--- src/rtl/dp_pkg.sv ---
// ---------------------------------------------------------------------------
// dp_pkg
// Shared helpers for the dot-product accumulator slice:
//   clog2      - ceiling log2, usable in parameter/localparam expressions
//   dw_prod    - full-precision product width for a given operand width
//   dw_sum     - exact adder-tree output width for N products
//   sat_clamp  - clamp a 64-bit signed value into a signed 'width'-bit range
// ---------------------------------------------------------------------------
package dp_pkg;

   localparam int SAT_W = 64;

   function automatic int clog2(input int value);
      int r;
      r = 0;
      for (int i = 0; i < 31; i++) begin
         if ((1 << i) < value) r = i + 1;
      end
      return r;
   endfunction

   function automatic int dw_prod(input int dw_data);
      return 2 * dw_data;
   endfunction

   function automatic int dw_sum(input int dw_data, input int n_lane);
      return dw_prod(dw_data) + clog2(n_lane);
   endfunction

   // The caller sign-extends into 64 bits, so any width up to 63 fits with
   // one bit of headroom for the pre-clamp sum.
   function automatic logic signed [SAT_W-1:0] sat_clamp(
      input logic signed [SAT_W-1:0] value,
      input int                      width
   );
      logic signed [SAT_W-1:0] hi;
      logic signed [SAT_W-1:0] lo;
      hi = (64'sd1 <<< (width - 1)) - 64'sd1;
      lo = -(64'sd1 <<< (width - 1));
      if (value > hi)      return hi;
      else if (value < lo) return lo;
      else                 return value;
   endfunction

endpackage

--- src/rtl/dp_adder_tree.sv ---
// ---------------------------------------------------------------------------
// dp_adder_tree
// Combinational balanced signed adder tree. Each level sign-extends its two
// halves by one bit before adding, so the result is exact.
// Ports:
//   in_data  in   N_IN*DW_IN           packed signed inputs, item k at [k*DW_IN +: DW_IN]
//   out_sum  out  DW_IN+clog2(N_IN)    signed sum of all items
// N_IN must be a power of two; N_IN == 1 is a plain pass-through.
// ---------------------------------------------------------------------------
module dp_adder_tree
   import dp_pkg::*;
#(
   parameter int DW_IN = 16,
   parameter int N_IN  = 4
) (
   input  logic [N_IN*DW_IN-1:0]                in_data,
   output logic signed [DW_IN+clog2(N_IN)-1:0]  out_sum
);

   localparam int DW_OUT = DW_IN + clog2(N_IN);

   generate
      if (N_IN == 1) begin : g_leaf
         assign out_sum = in_data;
      end else begin : g_split
         localparam int N_HALF  = N_IN / 2;
         localparam int DW_HALF = DW_IN + clog2(N_HALF);

         logic signed [DW_HALF-1:0] sum_lo;
         logic signed [DW_HALF-1:0] sum_hi;

         dp_adder_tree #(.DW_IN(DW_IN), .N_IN(N_HALF)) u_lo (
            .in_data (in_data[N_HALF*DW_IN-1:0]),
            .out_sum (sum_lo)
         );

         dp_adder_tree #(.DW_IN(DW_IN), .N_IN(N_HALF)) u_hi (
            .in_data (in_data[N_IN*DW_IN-1:N_HALF*DW_IN]),
            .out_sum (sum_hi)
         );

         // Signed size casts sign-extend each half by one bit.
         assign out_sum = DW_OUT'(sum_lo) + DW_OUT'(sum_hi);
      end
   endgenerate

endmodule

--- src/rtl/dp_accum_unit.sv ---
// ---------------------------------------------------------------------------
// dp_accum_unit
// N-lane signed dot-product engine: per-lane operand latches, registered
// full-precision multipliers (S1), registered adder tree (S2) and a
// saturating accumulator (S3). Latency from in_issue to out_valid is 3
// enabled cycles; one issue per enabled cycle is sustained.
// Ports:
//   clk, reset      clock (rising edge), synchronous active-high reset
//   enable          0 freezes every register (full stall)
//   in_a, in_b      lane k operand at [k*DW_DATA +: DW_DATA], signed
//   in_vld_a/b      per-lane load strobes for the A/B latches
//   in_issue        launch one dot product from the current latch contents
//   in_acc_clr      with in_issue: the result replaces the accumulator
//   out_data        accumulator value, signed
//   out_valid       out_data was updated by a result this cycle
//   out_ovf         that result saturated; meaningful with out_valid
//
// Handshake: valid-only, no backpressure. in_issue is accepted on every
// enabled cycle it is high; out_valid is high for exactly one enabled cycle
// per accepted issue and simply holds while enable is low, so a stall never
// drops or duplicates a result. The only way to throttle is enable.
// ---------------------------------------------------------------------------
module dp_accum_unit
   import dp_pkg::*;
#(
   parameter int DW_DATA = 8,
   parameter int N_LANE  = 4,
   parameter int DW_ACC  = 32
) (
   input  logic                        clk,
   input  logic                        reset,
   input  logic                        enable,
   input  logic [N_LANE*DW_DATA-1:0]   in_a,
   input  logic [N_LANE*DW_DATA-1:0]   in_b,
   input  logic [N_LANE-1:0]           in_vld_a,
   input  logic [N_LANE-1:0]           in_vld_b,
   input  logic                        in_issue,
   input  logic                        in_acc_clr,
   output logic signed [DW_ACC-1:0]    out_data,
   output logic                        out_valid,
   output logic                        out_ovf
);

   localparam int DW_PROD = dw_prod(DW_DATA);
   localparam int DW_SUM  = dw_sum(DW_DATA, N_LANE);

   generate
      if (DW_ACC < DW_SUM) begin : g_bad_acc_narrow
         $error("dp_accum_unit: DW_ACC (%0d) must be >= DW_SUM (%0d)", DW_ACC, DW_SUM);
      end
      if (DW_ACC > SAT_W - 1) begin : g_bad_acc_wide
         $error("dp_accum_unit: DW_ACC (%0d) must be <= %0d", DW_ACC, SAT_W - 1);
      end
      if ((N_LANE < 1) || ((N_LANE & (N_LANE - 1)) != 0)) begin : g_bad_lanes
         $error("dp_accum_unit: N_LANE (%0d) must be a power of two", N_LANE);
      end
   endgenerate

   // S0: operand latches
   logic signed [DW_DATA-1:0] a_lat [N_LANE];
   logic signed [DW_DATA-1:0] b_lat [N_LANE];

   // S1: products and issue tracking
   logic [N_LANE*DW_PROD-1:0] prod_q;
   logic                      v1_q;
   logic                      clr1_q;

   // S2: reduced sum and issue tracking
   logic signed [DW_SUM-1:0]  tree_sum;
   logic signed [DW_SUM-1:0]  sum_q;
   logic                      v2_q;
   logic                      clr2_q;

   // S3: accumulator
   logic signed [DW_ACC-1:0]  acc_q;
   logic signed [SAT_W-1:0]   base_ext;
   logic signed [SAT_W-1:0]   sum_ext;
   logic signed [SAT_W-1:0]   total;
   logic signed [SAT_W-1:0]   clamped;

   // Latches load on their strobes only. The S1 multipliers read the latch
   // registers, so a same-cycle load is seen by the next issue, not this one.
   always_ff @(posedge clk) begin
      if (reset) begin
         for (int k = 0; k < N_LANE; k++) begin
            a_lat[k] <= '0;
            b_lat[k] <= '0;
         end
      end else if (enable) begin
         for (int k = 0; k < N_LANE; k++) begin
            if (in_vld_a[k]) a_lat[k] <= in_a[k*DW_DATA +: DW_DATA];
            if (in_vld_b[k]) b_lat[k] <= in_b[k*DW_DATA +: DW_DATA];
         end
      end
   end

   always_ff @(posedge clk) begin
      if (reset) begin
         prod_q <= '0;
         v1_q   <= 1'b0;
         clr1_q <= 1'b0;
      end else if (enable) begin
         for (int k = 0; k < N_LANE; k++) begin
            prod_q[k*DW_PROD +: DW_PROD] <= DW_PROD'(a_lat[k]) * DW_PROD'(b_lat[k]);
         end
         v1_q   <= in_issue;
         clr1_q <= in_issue & in_acc_clr;
      end
   end

   dp_adder_tree #(.DW_IN(DW_PROD), .N_IN(N_LANE)) u_tree (
      .in_data (prod_q),
      .out_sum (tree_sum)
   );

   always_ff @(posedge clk) begin
      if (reset) begin
         sum_q  <= '0;
         v2_q   <= 1'b0;
         clr2_q <= 1'b0;
      end else if (enable) begin
         sum_q  <= tree_sum;
         v2_q   <= v1_q;
         clr2_q <= clr1_q;
      end
   end

   // Add in 64 bits (wider than DW_ACC+1, so the raw sum is exact), then
   // clamp. Overflow is simply "the clamp changed the value".
   always_comb begin
      base_ext = clr2_q ? '0 : SAT_W'(acc_q);
      sum_ext  = SAT_W'(sum_q);
      total    = base_ext + sum_ext;
      clamped  = sat_clamp(total, DW_ACC);
   end

   always_ff @(posedge clk) begin
      if (reset) begin
         acc_q     <= '0;
         out_valid <= 1'b0;
         out_ovf   <= 1'b0;
      end else if (enable) begin
         if (v2_q) begin
            acc_q     <= clamped[DW_ACC-1:0];
            out_valid <= 1'b1;
            out_ovf   <= (total != clamped);
         end else begin
            out_valid <= 1'b0;
            out_ovf   <= 1'b0;
         end
      end
   end

   assign out_data = acc_q;

endmodule

--- config.mk ---
export PLATFORM = sky130hd
export DESIGN_NAME = dp_accum_unit
export DESIGN_NICKNAME = d
export VERILOG_FILES = /design/src/rtl/dp_pkg.sv /design/src/rtl/dp_adder_tree.sv /design/src/rtl/dp_accum_unit.sv
export SDC_FILE = /design/constraint.sdc
export NUM_CORES = 1
export LEC_CHECK = 0
export CORE_AREA = 10 10 151 258
export CTS_CLUSTER_SIZE = 12
export DETAILED_ROUTE_END_ITERATION = 7
export DIE_AREA = 0 0 161 268
export GPL_TIMING_DRIVEN = 0
export PLACE_DENSITY = 0.8
export SETUP_SLACK_MARGIN = 0.1
export SYNTH_ARGS = -nofsm -noshare
export SYNTH_HDL_FRONTEND = slang
export SYNTH_HIERARCHICAL = 1
export SYNTH_SLANG_ARGS = --single-unit
export TNS_END_PERCENT = 50
--- constraint.sdc ---
create_clock -name clk -period 7.5 [get_ports clk]
set_clock_uncertainty 0.1 [all_clocks]
set_input_delay 1.5 -clock clk [delete_from_list [all_inputs] [get_ports clk]]
set_output_delay 1.5 -clock clk [all_outputs]
set_load 0.02 [all_outputs]
==> results.json <==
{
  "outcome": "complete, no violations",
  "core_area_sq_mm": 0.03446,
  "htree_num_levels": 4,
  "rows": 90,
  "place_congestion": 1.002,
  "fin_crit_ns": 7.047,
  "r2r_slack_ns": 0.45,
  "fp.dieW_um": 161,
  "cts-hold-fix-buffers": 0,
  "rr_startpoint": "clr2_q",
  "antenna_found_initial": 1,
  "p_leak_nw": 11.59,
  "maxSlewHeadroom": 0.2755,
  "die_area_sq_mm": 0.04315,
  "dp_cells": 2956,
  "grt_max_degree": 18,
  "min_from": "prod_q[16]",
  "period_share": 0.9396,
  "routed-wl-met3_um": 2252,
  "mostFrequentLayoutCell": "inv_1",
  "grt.overflow.total": 0,
  "dp_hpwl_um": 48840,
  "fmax_ghz": 0.1419,
  "cts_made_buffers": 17,
  "fin_tns_setup_ns": 0,
  "n_fill_cell": 2846,
  "synth.distinct_cells": 90,
  "vias_per_cell": 5.937,
  "port_buffers": 109,
  "synth-seq-area-share": 0.2001,
  "syn_area_sq_mm": 0.02161,
  "r2r-end": "out_ovf",
  "peakVddDrop_v": 0.0002084,
  "ioPinCount": 111,
  "die_h_um": 268,
  "ys_dominant_reg_cell": "dfxtp_1",
  "layout_common_cells": "inv_1 (272), fa_1 (225), ha_1 (198), nand2_1 (183), and2_1 (162)",
  "synth.avg_cell_area_sq_um": 9.051,
  "end_kind": "flip-flop",
  "synthCells": 2387,
  "yosys-top-cells-area": "fa_1 (21%), ha_1 (11%), dfxtp_1 (11%)",
  "worstMarginPinSlew_ns": 1.087,
  "synth_nets": 2887,
  "vias": 17750,
  "path_max_fanout": 10,
  "final_hold_viol_count": 0,
  "met2_length_um": 33130,
  "whs_path_depth": 2,
  "worst_slack_ns": 0.4532,
  "fin_util": 0.6915,
  "start_kind": "flip-flop",
  "required_ns": 7.75,
  "cts_sinks": 184,
  "root_buffer": "clkbuf_16",
  "powerDensity_mw_per_mm2": 298.3,
  "cts_tree": "built",
  "start_util": 0.6270,
  "final_max_slew_viol_count": 0,
  "wl_met1_um": 20180,
  "ant_nets": 0,
  "clk_path_buf_depth": 2,
  "totalWireLength_um": 59980,
  "wl_per_cell_um": 20.07,
  "reg2reg_depth": 24,
  "async_reset_ff_frac": 0,
  "startpoint": "clr2_q",
  "cts.reportedPaths.clkPinSlew_ns": 0.07,
  "drt_iter0_drc": 1113,
  "area_delta_synth_final_pct": 10.28,
  "maxCapViolCount": 0,
  "setup_viol": 0,
  "p_total_mw": 7.109,
  "rsz0062_at_grt": "false",
  "dp_slack_ns": 0.1811,
  "clk-insertion-delay-late_ns": 0.46,
  "cp.arrival_ns": 7.30,
  "yosys.area.top_type": "fa_1",
  "top_layer": "met4",
  "ys_ff_latch": 184,
  "first_global_vias": 19070,
  "nNetsFinal": 3016,
  "layout-drive-gt1-share": 0.06052,
  "first_pass_iters": 5,
  "yosysWarnings": 6,
  "grtUsageTotal": 0.2830,
  "drc_errors": 0,
  "synth_top_cell_area_share": 0.2085,
  "grt_pass1_wl_um": 96850,
  "min_to": "prod_q[16]",
  "critPathKind": "flip-flop to flip-flop",
  "synth_enable_flop_cells": 64,
  "hold_path.class": "flip-flop to flip-flop",
  "fin_cells": 2989
}
==> worst max-delay path by stage <==
stage	end	slack, ns	depth (start not counted)
after floorplan	out_ovf	1.88	24
after global placement	out_ovf	0.19	25
after detailed placement	out_ovf	0.18	25
after CTS	out_ovf	0.14	25
after global routing	out_ovf	0.21	24
final	out_ovf	0.45	24
==> power breakdown <==
part / switching [mW] / internal [mW] / leakage [nW]
combinational: 2.78 / 2.11 / 9.68
clock: 0.414 / 0.453 / 0.277
sequential: 0.156 / 1.20 / 1.63
==> final cells by class <==
type / instances / area [sq um] / area share
flip-flops and latches: 184 / 4324 / 0.1815
clock inverters: 13 / 107.6 / 0.004516
clock buffers: 18 / 429.2 / 0.01801
multi-input cells: 1798 / 15470 / 0.6494
plain buffers: 135 / 802.0 / 0.03366
repair buffers: 110 / 1099 / 0.04611
diodes: 1 / 2.502 / 0.0001050
inverters: 270 / 1013 / 0.04254
well taps: 460 / 575.6 / 0.02416
==> flip-flops by register name (all words and copies together) (netlist names) <==
signal and count:
clr1_q 1, out_data 32, b_lat 32, v2_q 1
v1_q 1, prod_q 64, sum_q 18, out_valid 1
clr2_q 1, a_lat 32, out_ovf 1
==> cell families (layout without fill, tap and decap cells) <==
logic type / Yosys count / in the layout / share of synthesized area
xor gates and xnor gates: 108 / 108 / 0.04378
muxes: 61 / 61 / 0.02843
buffers and inverters: 405 / 546 / 0.08391
AOI/OAI and AO/OA: 428 / 428 / 0.1333
other: 0 / 1 / 0
adders and majority gates: 423 / 423 / 0.3231
DFF: 184 / 184 / 0.2001
and+or+nand+nor: 778 / 778 / 0.1873
==> repair_timing <==
action | in CTS | in global routing
buffers inserted | 0 | 1
gates resized for setup | 0 | 6
setup endpoints to repair | 0 | 1
==> critical path, cell delays in order (launching register included) <==
cell and delay (ns):
dfxtp_1 0.49, clkbuf_2 0.33, nor2b_1 0.11, ha_1 0.38, a2111oi_4 0.40, o21ai_2 0.19, a211oi_4 0.39, o21ai_2 0.14
a221oi_4 0.33, o21ai_0 0.16, fa_1 0.55, a21bo_2 0.23, a31o_2 0.22, nand3b_1 0.17, ha_1 0.23, xnor2_1 0.20
nand4b_1 0.14, nor4_1 0.20, nand3_1 0.11, a2111oi_1 0.52, nand4_1 0.22, nand4bb_1 0.27, nor4_1 0.42, nor4_1 0.08
a311o_1 0.32
==> metrics by stage <==
stage / hold slack, ns / instance area, sq um
6_report: 0.3652 / 23830
5_1_grt: 0.3980 / 23820
4_1_cts: 0.3666 / 23810
3_5_place_dp: 0.3574 / 23270
3_3_place_gp: 0.3508 / 23270
2_1_floorplan: 0.3407 / 21610
==> cell usage after synthesis, types with 6 or more instances <==
cell type,count
nor3b_1,6
a311o_1,6
o21ai_1,16
edfxtp_1,64
nand2b_1,42
a31oi_1,11
fa_1,225
a211oi_1,24
o211a_1,19
buf_4,65
clkbuf_1,54
nor2b_1,47
or3_1,6
nand2_1,183
o21a_1,14
dfxtp_1,120
ha_1,198
buf_2,9
xnor2_1,72
and2_1,162
mux2i_1,58
xor2_1,36
o211ai_1,17
nand4_1,15
a21boi_0,12
o21bai_1,8
nand3_1,31
nor4_1,10
nor3_1,31
and3_1,70
nor2_1,141
nand3b_1,6
inv_1,270
a21oi_1,119
o21ai_0,90
a21o_1,28
==> metal layers <==
layer / GRT usage / vias to the layer above
met5: 0 / -
met4: 0.1895 / 0
met3: 0.03646 / 220
met2: 0.5507 / 576
met1: 0.2677 / 8708
li1: - / 8242
Power figures use the tool's default switching activity.
==> RTL edit: new RTL, same flow settings <==
Change the parameter `DW_ACC` from 32 to 48.
--- a/src/rtl/dp_accum_unit.sv
+++ b/src/rtl/dp_accum_unit.sv
@@ -27,3 +27,3 @@
    parameter int N_LANE  = 4,
-   parameter int DW_ACC  = 32
+   parameter int DW_ACC  = 48
 ) (
Interface: changed (resized out_data); port bits go from 111 to 127. No check against the original RTL was run, so the function may have changed too.
==> RTL edit against the unedited design <==
Maximum frequency rose by 24%; cell area up 7.2%; first-iteration DRC count rose by 17%; synthesized area grew 7.1%; utilization is 5.0 points higher; total power grew 4.2%; wire length increased by 10%; sequential share of layout area hardly changed; setup slack better by 1.3 ns; sequential cell count up 16.
==> RTL edit: results (changes against the unedited design) <==
routability cong. 0.978 (was 1.00); compound-gate portion of the synthesized area 12.0% (was 13.3%); initial antenna violation count 0 (was 1); Worst EP arrival 5.95 ns (was 7.30 ns); global-route wire length before repair 107000 um (was 96800 um); total wire length 66000 um (was 60000 um); input/output buffers 125 (was 109); Mapped Avg Cell Area 8.65 um2 (was 9.05 um2); share of layout cells above drive strength 1 4.91% (was 6.05%); Total GRT Usage 31.0% (was 28.3%); largest net degree at the start of global routing 33 (was 18); status finished clean (unchanged); worst slew pin tran 1.04 ns (was 1.09 ns); Num CTS Buffers 17 (unchanged); mux contribution to synthesized area 2.43% (was 2.84%); Post-Synth XOR/XNOR Area 4.85% (was 4.38%); fin nets 3332 (was 3016); Setup Slack @ Placement 1.48 ns (was 0.181 ns); top post-synthesis cells by area fa_1, dfxtp_1, ha_1, edfxtp_1, inv_1 (was fa_1, ha_1, dfxtp_1, edfxtp_1, and2_1); wire per inst 20.1 um (about the same); initial DRC count 1307 (was 1113); DRT Pass-1 Iters 6 (was 5); clock share of power 13.0% (was 12.2%); syn nets 3188 (was 2887); Switching Fraction 47.9% (was 47.1%); Leakage 12.1 nW (was 11.6 nW); HPWL Detailed 53900 um (was 48800 um); Seq/Total Area, Yosys 20.1% (was 20.0%); Clk. pwr 0.962 mW (was 0.867 mW); P_seq 1.44 mW (was 1.36 mW); vias 19700 (was 17700); Worst-Skew Late Latency 0.48 ns (was 0.46 ns)
==> RTL edit: worst max-delay path: stages, from the launching register on <==
cell and delay [ns]:
dfxtp_1 0.45, clkbuf_1 0.46, nor2b_1 0.11, ha_1 0.28, clkbuf_1 0.19, a21oi_1 0.34
o21ai_0 0.19, o22ai_1 0.33, o22ai_1 0.13, a21oi_1 0.47, o21ai_1 0.23, a41o_1 0.29
o21ai_1 0.30, inv_1 0.08, ha_1 0.31, clkbuf_1 0.45, clkbuf_1 0.47, nor2_1 0.19
nor2_1 0.12, nor3_1 0.05
==> RTL edit: layer usage <==
layer,global-route usage [%],routed length [um],vias to the layer above
met5,0,0,-
met4,23.3,5120,0
met3,4.95,3070,289
met2,58.3,35700,703
met1,29.6,22100,9498
li1,-,-,9182
==> RTL edit: final cells by class <==
cell class / count / area (um2)
Sequential cell: 200 / 4650
Buffer: 146 / 806
Tap cell: 460 / 576
Timing Repair Buffer: 125 / 1250
Multi-Input combinational cell: 2042 / 16600
Fill cell: 2508 / 8910
Clock inverter: 13 / 124
Inverter: 285 / 1070
Clock buffer: 19 / 464
==> RTL edit: path summary, 6_finish.rpt <==
path	from	endpoint	slack (ns)	cells after the start
setup reg to reg	clr2_q$_SDFFE_PP0P_	out_data[11]$_SDFFE_PP0P_	1.80	19
setup / recovery	clr2_q$_SDFFE_PP0P_	out_data[11]$_SDFFE_PP0P_	1.80	19
hold reg to reg	prod_q[24]$_SDFFE_PP0P_	prod_q[24]$_SDFFE_PP0P_	0.38	2
hold / removal	prod_q[24]$_SDFFE_PP0P_	prod_q[24]$_SDFFE_PP0P_	0.38	2
